==> config.mk <==
export PLATFORM = sky130hd
export DESIGN_NAME = time_adjust_controller
export DESIGN_NICKNAME = d
export VERILOG_FILES = /design/src/rtl/clock_pkg.sv /design/src/rtl/adj_timeout_timer.sv /design/src/rtl/time_adjust_controller.sv
export SDC_FILE = /design/constraint.sdc
export NUM_CORES = 1
export LEC_CHECK = 0
export BUFFER_PORTS_ARGS = -buffer_cell sky130_fd_sc_hd__buf_4
export CORE_UTILIZATION = 39
export DETAILED_ROUTE_END_ITERATION = 16
export PLACE_DENSITY = 0.72
export SLEW_MARGIN = 40
export SYNTH_ARGS = -nofsm -noshare
export SYNTH_HDL_FRONTEND = slang
export SYNTH_SLANG_ARGS = --single-unit
==> constraint.sdc <==
create_clock -name clk -period 1.6 [get_ports clk]
set_input_delay 0.48 -clock clk [delete_from_list [all_inputs] [get_ports clk]]
set_output_delay 0.48 -clock clk [all_outputs]
set_load 0.1 [all_outputs]
==> src/rtl/clock_pkg.sv <==
// rtl/clock_pkg.sv - shared mode encoding and counter limits for the clock adjust logic
// Purpose: mode/state encoding and sec/min maximum used by the controller and its bench.
// Ports: none (package).
package clock_pkg;

  typedef enum logic [1:0] {
    MODE_RUN      = 2'b00,
    MODE_ADJ_HOUR = 2'b01,
    MODE_ADJ_MIN  = 2'b10
  } mode_e;

  localparam logic [5:0] SEC_MAX = 6'd59;
  localparam logic [5:0] MIN_MAX = 6'd59;

endpackage

==> src/rtl/adj_timeout_timer.sv <==
// rtl/adj_timeout_timer.sv - idle-tick counter that expires an adjust mode
// Purpose: counts 1 Hz ticks while an adjust mode is idle and flags the tick that
//          reaches TIMEOUT_TICKS.
// Ports:
//   clk, reset  - system clock, asynchronous active-high reset
//   active      - high while in an adjust mode; counter is held at 0 otherwise
//   clear       - user activity or mode change restarts the idle count
//   tick        - 1 Hz pulse
//   expire      - combinational: this tick is the TIMEOUT_TICKS-th idle tick
module adj_timeout_timer #(
  parameter int TIMEOUT_TICKS = 10
) (
  input  logic clk,
  input  logic reset,
  input  logic active,
  input  logic clear,
  input  logic tick,
  output logic expire
);

  localparam int W = $clog2(TIMEOUT_TICKS + 1);
  localparam logic [W-1:0] LAST = W'(TIMEOUT_TICKS - 1);

  logic [W-1:0] count;

  // Activity in the same cycle as the final tick wins: the idle run is broken.
  assign expire = active && !clear && tick && (count == LAST);

  always_ff @(posedge clk or posedge reset) begin
    if (reset) begin
      count <= '0;
    end else if (!active || clear) begin
      count <= '0;
    end else if (tick) begin
      count <= count + 1'b1;
    end
  end

endmodule

==> src/rtl/time_adjust_controller.sv <==
// rtl/time_adjust_controller.sv - run/adjust control for external sec/min/hour counters
// Purpose: advances the time on each 1 Hz tick in RUN and lets the user step hours or
//          minutes up/down in the adjust modes, with an idle timeout back to RUN.
// Ports:
//   clk, reset                      - system clock, asynchronous active-high reset
//   tick_1hz                        - one-cycle pulse per second
//   btn_mode, btn_up, btn_down      - debounced one-cycle button pulses
//   sec_count, min_count, hour_count- current external counter values
//   sec_inc, min_inc, hour_inc      - registered one-cycle increment pulses
//   min_updown, hour_updown         - registered count direction (1 = up), held
//   sec_clr                         - registered pulse clearing seconds on leaving ADJ_MIN
//   mode                            - 00 RUN, 01 ADJ_HOUR, 10 ADJ_MIN
//   blink                           - blank phase of the field under adjustment
module time_adjust_controller
  import clock_pkg::*;
#(
  parameter int TIMEOUT_TICKS = 10
) (
  input  logic       clk,
  input  logic       reset,
  input  logic       tick_1hz,
  input  logic       btn_mode,
  input  logic       btn_up,
  input  logic       btn_down,
  input  logic [5:0] sec_count,
  input  logic [5:0] min_count,
  input  logic [4:0] hour_count,
  output logic       sec_inc,
  output logic       min_inc,
  output logic       hour_inc,
  output logic       min_updown,
  output logic       hour_updown,
  output logic       sec_clr,
  output logic [1:0] mode,
  output logic       blink
);

  mode_e state, state_d;
  logic  sec_inc_d, min_inc_d, hour_inc_d;
  logic  min_updown_d, hour_updown_d, sec_clr_d, blink_d;
  logic  adjusting, accepted, expire;

  // Hour rollover is handled by the external counter itself.
  logic  unused_hour;
  assign unused_hour = ^hour_count;

  assign adjusting = (state != MODE_RUN);
  // Up and down together is ambiguous and is dropped.
  assign accepted  = adjusting && (btn_up ^ btn_down);
  assign mode      = state;

  adj_timeout_timer #(
    .TIMEOUT_TICKS(TIMEOUT_TICKS)
  ) u_timeout (
    .clk   (clk),
    .reset (reset),
    .active(adjusting),
    .clear (accepted || btn_mode),
    .tick  (tick_1hz),
    .expire(expire)
  );

  always_comb begin
    state_d       = state;
    sec_inc_d     = 1'b0;
    min_inc_d     = 1'b0;
    hour_inc_d    = 1'b0;
    min_updown_d  = min_updown;
    hour_updown_d = hour_updown;
    sec_clr_d     = 1'b0;
    blink_d       = blink;

    // btn_mode masks expire inside the timer, so at most one step is taken.
    case (state)
      MODE_RUN:      if (btn_mode) state_d = MODE_ADJ_HOUR;
      MODE_ADJ_HOUR: begin
        if (btn_mode)    state_d = MODE_ADJ_MIN;
        else if (expire) state_d = MODE_RUN;
      end
      MODE_ADJ_MIN:  if (btn_mode || expire) state_d = MODE_RUN;
      default:       state_d = MODE_RUN;
    endcase

    if (state == MODE_RUN && tick_1hz) begin
      sec_inc_d = 1'b1;
      if (sec_count == SEC_MAX) begin
        min_inc_d    = 1'b1;
        min_updown_d = 1'b1;
        if (min_count == MIN_MAX) begin
          hour_inc_d    = 1'b1;
          hour_updown_d = 1'b1;
        end
      end
    end

    if (accepted) begin
      if (state == MODE_ADJ_HOUR) begin
        hour_inc_d    = 1'b1;
        hour_updown_d = btn_up;
      end else begin
        min_inc_d    = 1'b1;
        min_updown_d = btn_up;
      end
    end

    sec_clr_d = (state == MODE_ADJ_MIN) && (state_d == MODE_RUN);

    if (state_d != state || !adjusting) blink_d = 1'b0;
    else if (tick_1hz)                  blink_d = ~blink;
  end

  always_ff @(posedge clk or posedge reset) begin
    if (reset) begin
      state       <= MODE_RUN;
      sec_inc     <= 1'b0;
      min_inc     <= 1'b0;
      hour_inc    <= 1'b0;
      min_updown  <= 1'b1;
      hour_updown <= 1'b1;
      sec_clr     <= 1'b0;
      blink       <= 1'b0;
    end else begin
      state       <= state_d;
      sec_inc     <= sec_inc_d;
      min_inc     <= min_inc_d;
      hour_inc    <= hour_inc_d;
      min_updown  <= min_updown_d;
      hour_updown <= hour_updown_d;
      sec_clr     <= sec_clr_d;
      blink       <= blink_d;
    end
  end

endmodule

# Word level (Yosys, flattened, before mapping)
# Cells that the tools add are included.
# W data, S select, Z words.
word_totals:
  inputBits: 23
  ff_bits: 13
op_classes:
  muxes: 28
  n_reduce_logical: 17
  add_sub_neg: 1
  eq_ne: 6
  bitwise_logic: 2
op_table:
  columns: ["op", "count"]
  rows:
  - ["$mux W1", 21]
  - ["$eq A6 B6 Y1 const B", 2]
  - ["$mux W2", 4]
  - ["$mux W4", 2]
  - ["$logic_and A1 B1 Y1", 6]
  - ["$pmux W2 S3", 1]
  - ["$reduce_bool A2 Y1", 3]
  - ["$add A4 B1 Y4 const B", 1]
  - ["$eq A4 B4 Y1 const B", 1]
  - ["$logic_not A2 Y1", 2]
  - ["$logic_or A1 B1 Y1", 4]
  - ["$eq A2 B1 Y1 const B", 1]
  - ["$eq A2 B2 Y1 const B", 1]
  - ["$logic_not A1 Y1", 2]
  - ["$ne A2 B2 Y1", 1]
  - ["$not A1 Y1", 1]
  - ["$xor A1 B1 Y1", 1]

# Depth between registers and ports, before layout
depth:
  ltp_word: 13
  ltp_mapped: 5
  mapped_depth_nobuf: 5

# Cells and area by module
# From an unflattened synthesis, not the netlist that was laid out.
unflattened:
  cells_unflattened: 65
  hier_area_um2: 671.9
by_module_without_submodules:
  columns: ["module", "instances", "area_per_inst_um2", "seq_area_each_um2", "cells_each"]
  rows:
  - ["time_adjust_controller", 1, 436.7, 227.7, 42]
  - ["adj_timeout_timer", 1, 235.2, 100.1, 23]

# Least setup slack after synthesis
# OpenSTA, ideal clock, no wires.
synth_path:
  path_kind: "register to register"
  start: "register state[1], in the netlist mode[1]"
  end: "register hour_updown"
  setup_time_ns: 0.081
  n_path_buf: 0
  arrival_ns: 2.008
  path_slack_ns: -0.490
  stages_incl_launch_ff: 4
  required_ns: 1.519
  synth_period_minus_slack_ns: 2.090
  cell_sequence: "dfrtp_1 or3b_1 or4_4 a32oi_1"
synth_via:
  elab_chain_cells: 5
synth_rtl:
  columns: ["element", "line_no", "text"]
  rows:
  - ["start, declared", "time_adjust_controller.sv:38", "mode_e state, state_d;"]
  - ["start signal, assigned", "time_adjust_controller.sv:123", "state <= state_d;"]
  - ["$logic_not A2 Y1", "time_adjust_controller.sv:84", "if (state == MODE_RUN && tick_1hz) begin"]
  - ["$logic_and A1 B1 Y1", "time_adjust_controller.sv:84", null]
  - ["$mux W1", "time_adjust_controller.sv:84", null]
  - ["$mux W1", "time_adjust_controller.sv:97", "if (state == MODE_ADJ_HOUR) begin"]
  - ["$mux W1 (*)", "time_adjust_controller.sv:96", "if (accepted) begin"]
  - ["net hour_updown_d", "time_adjust_controller.sv:40", "logic min_updown_d, hour_updown_d, sec_clr_d, blink_d;"]
  - ["end signal, assigned", "time_adjust_controller.sv:128", "hour_updown <= hour_updown_d;"]
  - ["end, declared", "time_adjust_controller.sv:32", "output logic hour_updown,"]
# The timed path passes the listed nets; every way through them passes the cells marked *.
# A chain may end at the register's enable or synchronous reset.

# Final worst setup path
layout_path:
  start: "register state[0], in the netlist mode[0]"
  end: "output mode[0]"
layout_lines:
  columns: ["element", "line_no", "text"]
  rows:
  - ["end, declared", "time_adjust_controller.sv:34", "output logic [1:0] mode,"]
# No word-level cell between the ends.

==> flow_metrics.env <==
export IMPL_min_period_ps=1553
export IMPL_ys_ff_latch=13
export IMPL_pre_cts_ws_ps=-24.98
export IMPL_vdd_drop_max_mv=1.159
export IMPL_layout_setup_ws_ps=46.82
export IMPL_wl_per_cell_um=11.24
export IMPL_synth_compound_area_frac=0.09677
export IMPL_dp_cells=110
export IMPL_fmax_mhz=643.8
export IMPL_postPlaceCellArea_sq_um=907.1
export IMPL_critical_path_arrival_ps=1070
export IMPL_dpl_hpwl_mm=1.020
export IMPL_min_period_over_period=0.9707
export IMPL_finalNetCount=124
export IMPL_area_delta_synth_final_pct=47.44
export IMPL_ys_types=24
export IMPL_crit_path_start_kind="flop"
export IMPL_p_per_area_nw_per_um2=1830
export IMPL_post_cts_setup_buffers=0
export IMPL_synth_xor_area_share=0.06641
export IMPL_dieArea_sq_um=1859
export IMPL_drc=0
export IMPL_path_delay_family="flip-flops"
export IMPL_drt_pass1_iterations=4
export IMPL_synth_edf_count=0
export IMPL_antenna_found_initial=0
export IMPL_swShare=0.5184
export IMPL_insertion_delay_ps=270
export IMPL_critPathSlowestCell="dfrtp_4"
export IMPL_fin_area_sq_um=972.2
export IMPL_intPower_mw=0.8565
export IMPL_p_seq_frac=0.273
export IMPL_r2r_end="hour_updown"
export IMPL_synth_flop_cell="dfrtp_1"
export IMPL_post_synth_fa_ha_maj_area_fraction=0.03795
export IMPL_grt_pass1_vias=550
export IMPL_yosys_warnings=0
export IMPL_maxCapViolCount=0
export IMPL_critPathKind="flop to output pin"
export IMPL_finalSetupViolCount=0
export IMPL_cp_num_buf_inv=2
export IMPL_die_h_um=43.12
export IMPL_grt_overflow_total=0
export IMPL_skew_ps=3.134
export IMPL_drive_gt1_frac=0.4184
export IMPL_syn_area_per_cell_sq_um=10.14
export IMPL_combPwrFrac=0.617
export IMPL_synthSimpleGateAreaFrac=0.2505
export IMPL_power_leakage_nw=0.4629
export IMPL_grtUsageTotal=0.1580
export IMPL_h_tree_depth=1
export IMPL_vias=589
export IMPL_hp_class="input pin to asynchronous set/reset pin"
export IMPL_start_util=0.4278
export IMPL_core_area_sq_um=1541
export IMPL_critPathLaunch="mode[0]"
export IMPL_tns_ps=0
export IMPL_crit_reg2reg_launch="mode[0]"
export IMPL_grt_setup_unrepaired="no"
export IMPL_r2r_worst_path_cells=3
export IMPL_cts_max_path_buffers=2
export IMPL_synthArstFlopShare=1.000
export IMPL_path_depth=2
export IMPL_clock_sinks=13
export IMPL_crit_chain="buf_4 > buf_8"
export IMPL_final_util=0.6307
export IMPL_ant_nets=0
export IMPL_ctsHoldBuffers=0
export IMPL_synth_top_family_by_area="simple AND/OR/NAND/NOR gates"
export IMPL_slew_violations=0
export IMPL_viasPerCell=5.167
export IMPL_synthCells=65
export IMPL_cts_buffers=3
export IMPL_grt_max_degree=14
export IMPL_p_switching_mw=0.9221
export IMPL_status="finished clean"
export IMPL_root_buffer="clkbuf_4"
export IMPL_rrSetupSlack_ps=50
export IMPL_grt_pass1_wl_mm=2.125
export IMPL_slew_limit_headroom=0.6704
export IMPL_synthesis_nets=90
export IMPL_ioPinCount=32
export IMPL_cpPeakStageDelay_ps=470
export IMPL_rows=14
export IMPL_syn_cell_area_sq_um=659.4
export IMPL_clk_pin_slew_ps=80
export IMPL_synthMuxAreaShare=0
export IMPL_worst_ep_required_time_ps=1120
export IMPL_ys_seq_area_frac=0.4972
export IMPL_tightest_slew_ps=493.8
export IMPL_io_buffers=26
export IMPL_cts_tree="built"
export IMPL_cp_max_fo=6
export IMPL_wl_mm=1.281
export IMPL_hold_viol_final=0
export IMPL_finalNonFillerCells=114
export IMPL_die_x_um=43.12
export IMPL_crit_path_end_kind="output pin"
export IMPL_clockPowerShare=0.110
export IMPL_place_congestion=0.7323
export IMPL_diodes=0
export IMPL_drt_iter0_markers=7
-- cell usage after synthesis, types with 3 or more instances --
| cell | number | share of area |
|---|---|---|
| nand4b_1 | 3 | 0.040 |
| xor2_1 | 3 | 0.040 |
| inv_1 | 6 | 0.034 |
| nor2b_1 | 3 | 0.028 |
| nor2_1 | 5 | 0.028 |
| dfrtp_1 | 11 | 0.42 |
| nand2_1 | 8 | 0.046 |
-- per-layer routing --
layer  GRT usage  part of all wire
met4     0.09091             0.011
met1      0.1872              0.44
met3     0.03830             0.078
met2      0.2567              0.47
met5           0                 0
-- worst reg2reg max path: cells and delay by family, from the launching register on --
| kind | cells | cell delay, ps |
|---|---|---|
| simple gates | 2 | 850 |
| compound gates | 1 | 160 |
| flops | 1 | 470 |
-- through the flow --
stage          power, mW  hold slack, ps
2_1_floorplan      1.258           355.6
3_3_place_gp       1.494           527.5
3_5_place_dp       1.502           531.9
4_1_cts            1.736           238.6
5_1_grt            1.874           263.2
6_report           1.779           230.4
-- state kept, by name, summed over array words and instances, names as in the netlist --
register         cells
hour_updown          1
sec_inc              1
min_updown           1
hour_inc             1
sec_clr              1
u_timeout.count      4
blink                1
min_inc              1
mode                 2
-- power by group through the flow --
| stage | combinational, mW | sequential, mW | clock, mW |
|---|---|---|---|
| global placement | 1.01 | 0.487 | 0 |
| detailed placement | 1.02 | 0.487 | 0 |
| floorplan | 0.179 | 1.08 | 0 |
| CTS | 1.05 | 0.482 | 0.208 |
| global route | 1.15 | 0.502 | 0.223 |
| finish | 1.10 | 0.486 | 0.195 |
-- logic make-up (layout without fill, tap and decap cells) --
group           after synthesis  after routing
xor+xnor                      5              5
compound gates                9              9
buf+inv                       7             40
flops                        13             13
fa+ha+maj                     2              2
simple gates                 29             29
-- cell type report --
type,count,area [sq um]
fillers,129,569.3
flip-flops and latches,13,335.3
multi-input cells,45,311.5
repair buffers,30,256.5
clock buffers,4,26.28
inverters,6,22.52
well taps,16,20.02
-- worst max path at each step --
stage / end
finish: mode[0]
global route: mode[0]
CTS: mode[1]
detailed placement: hour_updown
global placement: hour_updown
floorplan: hour_updown
-- cell usage in the layout, fill, tap and decap left out, drive strengths merged --
cell type	synthesis	final
nand4b	3	3
nor2b	3	3
a21oi	1	1
ha	2	2
or3b	1	1
inv	6	6
nand4	2	2
nand2b	2	2
nand2	8	8
o21ai	2	2
nor4	2	2
buf	1	30
or4	1	1
a32oi	1	1
dfstp	2	2
nor2	5	5
a211oi	1	1
dfrtp	11	11
o2111ai	2	2
xor2	3	3
o31ai	2	2
clkbuf	0	4
or3	2	2
xnor2	2	2
-- what timing repair did --
| item | 4_1_cts | 5_1_grt |
|---|---|---|
| endpoints found under the hold margin | 0 | 0 |
| gates resized for setup | 3 | 6 |
| gates cloned | 0 | 0 |
| pin swaps | 0 | 0 |
| setup endpoints to repair | 2 | 5 |
Power figures use the tool's default switching activity.
